==> src/rtl/conv_window_ctrl.sv <==
// Streaming 3x3 sliding-window scheduler: two pixel-enabled line buffers feed a
// 3x3 register window; each unpadded window is emitted as one registered word.
module conv_window_ctrl #(
  parameter int IMG_W = 28,
  parameter int IMG_H = 28,
  parameter int WIDTH = 4
) (
  input  logic                       clk,
  input  logic                       rst_n,
  input  logic                       start,
  input  logic                       in_valid,
  input  logic [WIDTH-1:0]           in_data,
  output logic                       in_ready,
  output logic                       win_valid,
  output logic [9*WIDTH-1:0]         win_data,
  input  logic                       win_ready,
  output logic [$clog2(IMG_H)-1:0]   win_row,
  output logic [$clog2(IMG_W)-1:0]   win_col,
  output logic                       busy,
  output logic                       done
);

  localparam int CW = $clog2(IMG_W);
  localparam int RW = $clog2(IMG_H);
  localparam logic [CW-1:0] COL_LAST = CW'(IMG_W - 1);
  localparam logic [RW-1:0] ROW_LAST = RW'(IMG_H - 1);

  typedef enum logic [1:0] {IDLE, STREAM, DRAIN, DONE} state_t;

  state_t                       state, state_nxt;
  logic [CW-1:0]                col;
  logic [RW-1:0]                row;
  logic [IMG_W-1:0][WIDTH-1:0]  lb1, lb2;
  logic [8:0][WIDTH-1:0]        win_q, win_nxt;
  logic                         accept, last_pix, win_hit;

  assign in_ready = (state == STREAM) && (!win_valid || win_ready);
  assign accept   = in_valid && in_ready;
  assign last_pix = (row == ROW_LAST) && (col == COL_LAST);
  assign win_hit  = accept && (row >= RW'(2)) && (col >= CW'(2));
  assign busy     = (state == STREAM) || (state == DRAIN);
  assign done     = (state == DONE);

  always_ff @(posedge clk or negedge rst_n) begin
    if (!rst_n) state <= IDLE;
    else        state <= state_nxt;
  end

  always_comb begin
    state_nxt = state;
    case (state)
      IDLE:    if (start) state_nxt = STREAM;
      STREAM:  if (accept && last_pix) state_nxt = DRAIN;
      DRAIN:   if (win_valid && win_ready) state_nxt = DONE;
      DONE:    state_nxt = IDLE;
      default: state_nxt = IDLE;
    endcase
  end

  always_ff @(posedge clk or negedge rst_n) begin
    if (!rst_n) begin
      col <= '0;
      row <= '0;
    end else if (state == IDLE && start) begin
      col <= '0;
      row <= '0;
    end else if (accept) begin
      if (col == COL_LAST) begin
        col <= '0;
        row <= last_pix ? '0 : row + RW'(1);
      end else begin
        col <= col + CW'(1);
      end
    end
  end

  // Window shifts left one column; new right column is {row-2, row-1, row} at this col
  always_comb begin
    win_nxt = win_q;
    for (int ky = 0; ky < 3; ky++) begin
      win_nxt[ky*3 + 0] = win_q[ky*3 + 1];
      win_nxt[ky*3 + 1] = win_q[ky*3 + 2];
    end
    win_nxt[2] = lb2[IMG_W-1];
    win_nxt[5] = lb1[IMG_W-1];
    win_nxt[8] = in_data;
  end

  // Stage p0: delay lines and window advance only on accepted pixels
  always_ff @(posedge clk) begin
    if (accept) begin
      lb1   <= {lb1[IMG_W-2:0], in_data};
      lb2   <= {lb2[IMG_W-2:0], lb1[IMG_W-1]};
      win_q <= win_nxt;
    end
  end

  // Stage p1: registered window output, held while the consumer stalls
  always_ff @(posedge clk or negedge rst_n) begin
    if (!rst_n) begin
      win_valid <= 1'b0;
      win_data  <= '0;
      win_row   <= '0;
      win_col   <= '0;
    end else if (win_hit) begin
      win_valid <= 1'b1;
      win_data  <= win_nxt;
      win_row   <= row - RW'(2);
      win_col   <= col - CW'(2);
    end else if (win_ready) begin
      win_valid <= 1'b0;
    end
  end

endmodule

==> config.mk <==
export PLATFORM = sky130hd
export DESIGN_NAME = conv_window_ctrl
export DESIGN_NICKNAME = d
export VERILOG_FILES = /design/src/rtl/conv_window_ctrl.sv
export SDC_FILE = /design/constraint.sdc
export NUM_CORES = 1
export LEC_CHECK = 0
export CORE_ASPECT_RATIO = 0.5
export CORE_MARGIN = 3
export CORE_UTILIZATION = 50
export CTS_CLUSTER_DIAMETER = 60
export DETAILED_ROUTE_END_ITERATION = 16
export GPL_ROUTABILITY_DRIVEN = 1
export PLACE_DENSITY_LB_ADDON = 0.2
export REMOVE_ABC_BUFFERS = 1
export SLEW_MARGIN = 20
export SYNTH_ARGS = -nofsm -noshare
export SYNTH_HDL_FRONTEND = slang
export SYNTH_SLANG_ARGS = --single-unit
export TNS_END_PERCENT = 30
==> constraint.sdc <==
create_clock -name clk -period 9.8 [get_ports clk]
set_input_delay 1.96 -clock clk [delete_from_list [all_inputs] [get_ports clk]]
set_output_delay 1.96 -clock clk [all_outputs]
set_load 0.02 [all_outputs]
==> results of run 1 <==
per-stage QoR:
step / cell area (um^2) / util, % / std cells / hold slack [ns] / setup slack, ns
after CTS: 11400 / 61.0 / 786 / 0.407 / 4.31
after detailed placement: 10600 / 56.5 / 742 / 0.405 / 4.31
after global placement: 10600 / 56.5 / 742 / 0.400 / 4.33
after floorplan: 9660 / - / 423 / 0.400 / 2.25
after global routing: 11400 / 61.0 / 786 / 0.405 / 4.20
final: 11400 / 61.0 / 786 / 0.406 / 4.32
worst max-delay path by stage:
| stage | cells after the start | startpoint | slack, ns | end |
|---|---|---|---|---|
| global route | 4 | win_ready | 4.20 | in_ready |
| finish | 4 | win_ready | 4.32 | in_ready |
| detailed placement | 4 | win_ready | 4.31 | in_ready |
| floorplan | 4 | win_ready | 2.25 | col[1] |
| CTS | 4 | win_ready | 4.31 | in_ready |
| global placement | 4 | win_ready | 4.33 | in_ready |
state kept, by name (all words and copies together), names as in the netlist:
signal     cells
win_data      36
win_nxt       24
row            5
lb2          104
win_valid      1
col            5
win_col        5
state          2
lb1          104
win_row        5
per-layer routing:
layer  up-vias  GRT usage, %
met5         -             0
met4         0          3.24
met3        32          3.61
met2        67          16.2
met1      1983          19.3
li1       1817             -
cells by family (layout without fill, tap and decap cells):
family / after synthesis / after routing / share of synthesized area [%]
flops: 291 / 291 / 86.7
buf+inv: 23 / 116 / 1.30
simple gates: 34 / 34 / 2.03
xor+xnor: 4 / 4 / 0.360
compound gates: 24 / 24 / 1.75
fa+ha+maj: 12 / 12 / 1.54
mux: 46 / 46 / 6.35
power groups by stage:
stage | registers [W] | logic, W | clock network, W
4_1_cts | 0.00175 | 0.000619 | 0.00105
3_5_place_dp | 0.00177 | 0.000618 | 0
6_report | 0.00174 | 0.000610 | 0.00101
2_1_floorplan | 0.00189 | 0.000251 | 0
5_1_grt | 0.00177 | 0.000653 | 0.00110
3_3_place_gp | 0.00176 | 0.000607 | 0
critical path, delay by kind of cell:
kind / cells / cell delay (ns)
and+or+nand+nor: 2 / 0.49
buffers and inverters: 2 / 1.07
layout by cell type (no fill, tap or decap), types with 4 or more instances in the layout:
| cell type | instances |
|---|---|
| nand2_1 | 5 |
| dfrtp_1 | 59 |
| nor2_1 | 8 |
| o21ai_0 | 4 |
| ha_1 | 12 |
| clkdlybuf4s50_1 | 57 |
| inv_1 | 10 |
| edfxtp_1 | 232 |
| bufinv_16 | 5 |
| mux2_4 | 27 |
| a21oi_1 | 7 |
| clkinvlp_4 | 4 |
| mux2_2 | 18 |
| clkbuf_16 | 24 |
| clkinv_2 | 6 |
area by class of cell:
cell class | instances | area (um^2)
Sequential cell | 291 | 8440
Fill cell | 1346 | 7300
Multi-Input combinational cell | 120 | 1170
Clock buffer | 24 | 601
Timing Repair Buffer | 60 | 594
Tap cell | 259 | 324
Clock inverter | 20 | 254
Inverter | 12 | 52.6
==> run summary, run 1 <==
Worst Skew - 0.0208 ns
count leader, synth - edfxtp_1
Clock Latency Late Sink - 0.53 ns
final setup TNS - 0 ns
Flop pwr share - 51.8%
GRT Overall Usage - 12.1%
fin. max-slew vios - 0
CTS tree - built
R2R Setup Slk - 6.78 ns
DR WL/cell - 16.1 um
nets - 530
die height - 105 um
final setup fails - 0
hold path depth - 0
Least-Margin Pin Slew - 0.964 ns
Slew HR - 35.7%
synth warn - 0
met3 WL - 601 um
RSZ-0062 raised after global routing - false
Post-DP HPWL - 6.49 mm
outcome - finished clean
Internal Power - 0.00252 W
pwr dens - 294 mW/mm^2
Synth area leader - edfxtp_1
Distinct cells, synth - 38
GPL Wtd Cong - 0.684
chip width - 203 um
Yosys reg bits - 291
vias in the first global route - 3885
first-pass GRT wire length - 20.7 mm
Synth top cells by count - edfxtp_1 (232), dfrtp_1 (59), mux2_4 (27)
Tot Pwr - 0.00337 W
max-cap violation count - 0
# port buffers - 58
Pre-Repair DR Iteration Count - 4
grt ovf - 0
Main synth FF type - edfxtp_1
CP endpoint kind - output port
r2r endpoint - lb2[50]
DR iter-0 viols - 235
clock sink count - 291
Post-synth EDFFs - 232
Metal-1 WL - 6.56 mm
CTS hold repair buffers - 0
Clock Pin Slew Worst Setup and Hold Paths - 0.07 ns
Netlist Area Pre-Place - 0.00974 mm^2
WHS Endpoint - lb1[19]
DIE AREA - 0.0213 mm^2
Met2 Routed Length - 5.19 mm
worst-path cell chain - clkdlybuf4s50_1 > nand2b_1 > and2_1 > clkdlybuf4s50_1
initial antenna violation count - 0
core area - 0.0187 mm^2
most used cell, CP - clkdlybuf4s50_1
CP max stage cell - clkdlybuf4s50_1
Yosys top cell area share - 71.5%
final wirelength - 12.7 mm
slowest stage delay, CP - 0.60 ns
Tmin final - 5.48 ns
Max Used Layer - met4
Worst EP required - 7.84 ns
cts bufs inserted - 24
Post-CTS Setup Bufs - 0
Final period util - 56.0%
Root Buffer - clkbuf_16
Hold Startpoint - lb1[15]
Achievable Freq - 182 MHz
Switching Share - 25.1%
CP Launch Type - input port
initial core utilization - 52.0%
final hold violations - 0
Syn-to-layout area delta - 17.4%
fraction of layout cells with a size suffix above 1 - 18.0%
post-synthesis sequential area ratio - 86.7%
power share of the combinational group - 18.1%
Routed Antenna Nets - 0
Avg Synthesized Cell Area - 22.4 um^2
Crit Path Category - input port to output port
synth top area cells - edfxtp_1 (72%), dfrtp_1 (15%), mux2_4 (4.2%), mux2_2 (2.1%), ha_1 (1.5%)
VDD IR max - 0.000196 V
routed via count - 3899
htree depth - 1
async set-reset flop share out of synthesis - 20.3%
Post-CTS Resized - 0
I/O Pins - 59
Post-Syn Instances - 434
clock power share - 30.1%
number of diodes - 0
pin count of the biggest net entering global routing - 144
critical path fanouts, max - 9
Rows - 35
P_leak - 4.06 nW
reg-to-reg startpoint - state[1]
r2r worst-path depth - 6
Critical Path AT - 3.52 ns
clk buf depth - 3
Post-route DRC - 0
worst hold path class - flip-flop to flip-flop
via/cell ratio - 4.96
net switching power - 0.000847 W
Note: power is estimated with default switching activity, not from simulation.
==> run 2, diff against run 1 <==
Clock period 9.8 ns to 4.6 ns, I/O delays scaled along.
==> run summary, run 2 (synthesis results as in run 1) <==
routed via count - 3903 (+0.10%)
Worst Skew - 0.0107 ns (-0.0101 ns)
Root Buffer - clkbuf_16
CP endpoint kind - output port
most frequent cells in the layout - edfxtp_1 (232), dfrtp_1 (59), clkdlybuf4s50_1 (57)
clk buf depth - 3 (unchanged)
outcome - finished clean
final hold violations - 0 (unchanged)
Syn-to-layout area delta - 16.5%
DR WL/cell - 16.4 um (+1.5%)
Least-Margin Pin Slew - 0.859 ns (-0.105 ns)
routing usage on met2 - 17.5% (+1.3 points)
GRT met1 Usage - 19.7% (+0.45 points)
Placed Instances - 745 (+0.40%)
CTS tree - built
clock sink count - 291 (unchanged)
pin count of the biggest net entering global routing - 105 (-27%)
Achievable Freq - 293 MHz
DIE AREA - 0.0213 mm^2 (unchanged)
final hold slack - 0.291 ns (-0.115 ns)
CP max stage cell - clkdlybuf4s50_1
Crit Path Category - input port to output port
number of fill cells - 1387 (+3.0%)
fin. max-slew vios - 0 (unchanged)
Post-DP HPWL - 6.98 mm (+7.6%)
Routed Antenna Nets - 0 (unchanged)
# port buffers - 58 (unchanged)
pwr dens - 612 mW/mm^2 (+110%)
fin area - 0.0114 mm^2 (-0.77%)
I/O Pins - 59 (unchanged)
Final period util - 74.1%
Critical Path AT - 2.49 ns (-1.03 ns)
dpl cell area - 0.0106 mm^2 (+0.33%)
Core Util, Final - 60.6% (-0.47 points)
initial core utilization - 52.0% (unchanged)
GR peak layer - met1
nets - 534 (+0.75%)
RSZ-0062 raised after global routing - false
met3 Use GR - 3.73% (+0.12 points)
Rows - 35 (unchanged)
CP Launch Type - input port
Buf/Inv on CP - 2 (unchanged)
Worst EP required - 3.68 ns (-4.16 ns)
fin cells - 790 (+0.51%)
initial antenna violation count - 0 (unchanged)
Clock Pin Slew Worst Setup and Hold Paths - 0.07 ns (about the same)
grt ovf - 0 (unchanged)
htree depth - 1 (unchanged)
VDD IR max - 0.000324 V (+65%)
DR iter-0 viols - 301 (+28%)
vias in the first global route - 4088 (+5.2%)
GRT Overall Usage - 12.6% (+0.57 points)
core area - 0.0187 mm^2 (unchanged)
worst hold path class - input port to asynchronous set/reset pin
slowest stage delay, CP - 0.60 ns (about the same)
commonest non-fill, non-tap cell in the layout - edfxtp_1
Post-CTS Resized - 0 (unchanged)
GPL Wtd Cong - 0.673 (-1.6%)
worst-path cell chain - clkdlybuf4s50_1 > nand2b_1 > and2_1 > clkdlybuf4s50_1
number of diodes - 0 (unchanged)
first-pass GRT wire length - 21.8 mm (+5.2%)
Tmin final - 3.41 ns
P_leak - 4.02 nW (-1.0%)
max-cap violation count - 0 (unchanged)
Slew HR - 42.7% (+7.0 points)
critical path fanouts, max - 9 (unchanged)
Post-CTS Setup Bufs - 0 (unchanged)
chip width - 203 um (unchanged)
most used cell, CP - clkdlybuf4s50_1
final wirelength - 12.9 mm (+2.0%)
CTS hold repair buffers - 0 (unchanged)
die height - 105 um (unchanged)
crit-path leading delay family - buffers and inverters
Tot Pwr - 0.00695 W (+110%)
Pre-Repair DR Iteration Count - 4 (unchanged)
biggest regs - lb1 (104), lb2 (104), win_data (36)
Post-route DRC - 0 (unchanged)
cts bufs inserted - 25 (+4.2%)
Clock Latency Late Sink - 0.51 ns (-0.02 ns)
via/cell ratio - 4.94 (-0.40%)
fraction of layout cells with a size suffix above 1 - 16.0% (-2.0 points)
final setup fails - 0 (unchanged)
==> run 2: cell count changes in the layout (fill, tap and decap cells not counted), sizes merged <==
cell | before | now
buf | 3 | 6
bufinv | 5 | 1
clkinv | 10 | 6
clkinvlp | 4 | 1
clkbuf | 24 | 36
==> run 2: final cells by class <==
class                           count  area (um^2)  area share (%)
Clock buffer                       36          667            5.87
Clock inverter                      9         68.8           0.606
Inverter                           12         52.6           0.463
Multi-Input combinational cell    120         1170            10.3
Sequential cell                   291         8440            74.4
Tap cell                          259          324            2.85
Timing Repair Buffer               63          626            5.51
==> run 2: per-layer routing <==
layer / part of all wire, % / wire [um] / vias up
li1: - / - / 1817
met1: 51 / 6650 / 1995
met2: 42 / 5430 / 72
met3: 5.0 / 644 / 19
met4: 1.7 / 216 / 0
met5: 0 / 0 / -
==> run 2: worst paths after layout <==
| kind | endpoint | slack, ns | cells after the start | startpoint |
|---|---|---|---|---|
| max in group asynchronous | win_data[4] | 3.32 | 2 | rst_n |
| worst min-delay path | win_data[12] | 0.29 | 1 | rst_n |
| worst max register to register | lb1[59] | 2.02 | 6 | state[1] |
| min in group clk | lb2[87] | 0.41 | 0 | lb2[83] |
| worst max-delay path | in_ready | 1.19 | 4 | win_ready |
| worst min register to register | lb2[87] | 0.41 | 0 | lb2[83] |
==> run 2: stage by stage <==
| step | setup TNS (ns) | worst slack (ns) |
|---|---|---|
| finish | 0 | 1.19 |
| detailed placement | 0 | 1.18 |
| global route | 0 | 1.10 |
| CTS | 0 | 1.19 |
| global placement | 0 | 1.20 |
| floorplan | -424.34 | -1.91 |
==> run 2: power breakdown <==
group	internal (W)	switching [W]	leakage (nW)	total [W]
clock	0.00106	0.000863	0.349	0.00193
combinational	0.000632	0.000688	0.881	0.00132
sequential	0.00349	0.000208	2.79	0.00370
total	0.00519	0.00176	4.02	0.00695
==> run 2: worst reg2reg max path, delay by kind of cell (launching register included) <==
| family | cells | cell delay, ns |
|---|---|---|
| fa+ha+maj | 1 | 0.20 |
| buf+inv | 3 | 1.17 |
| flops | 1 | 0.41 |
| simple gates | 2 | 0.45 |
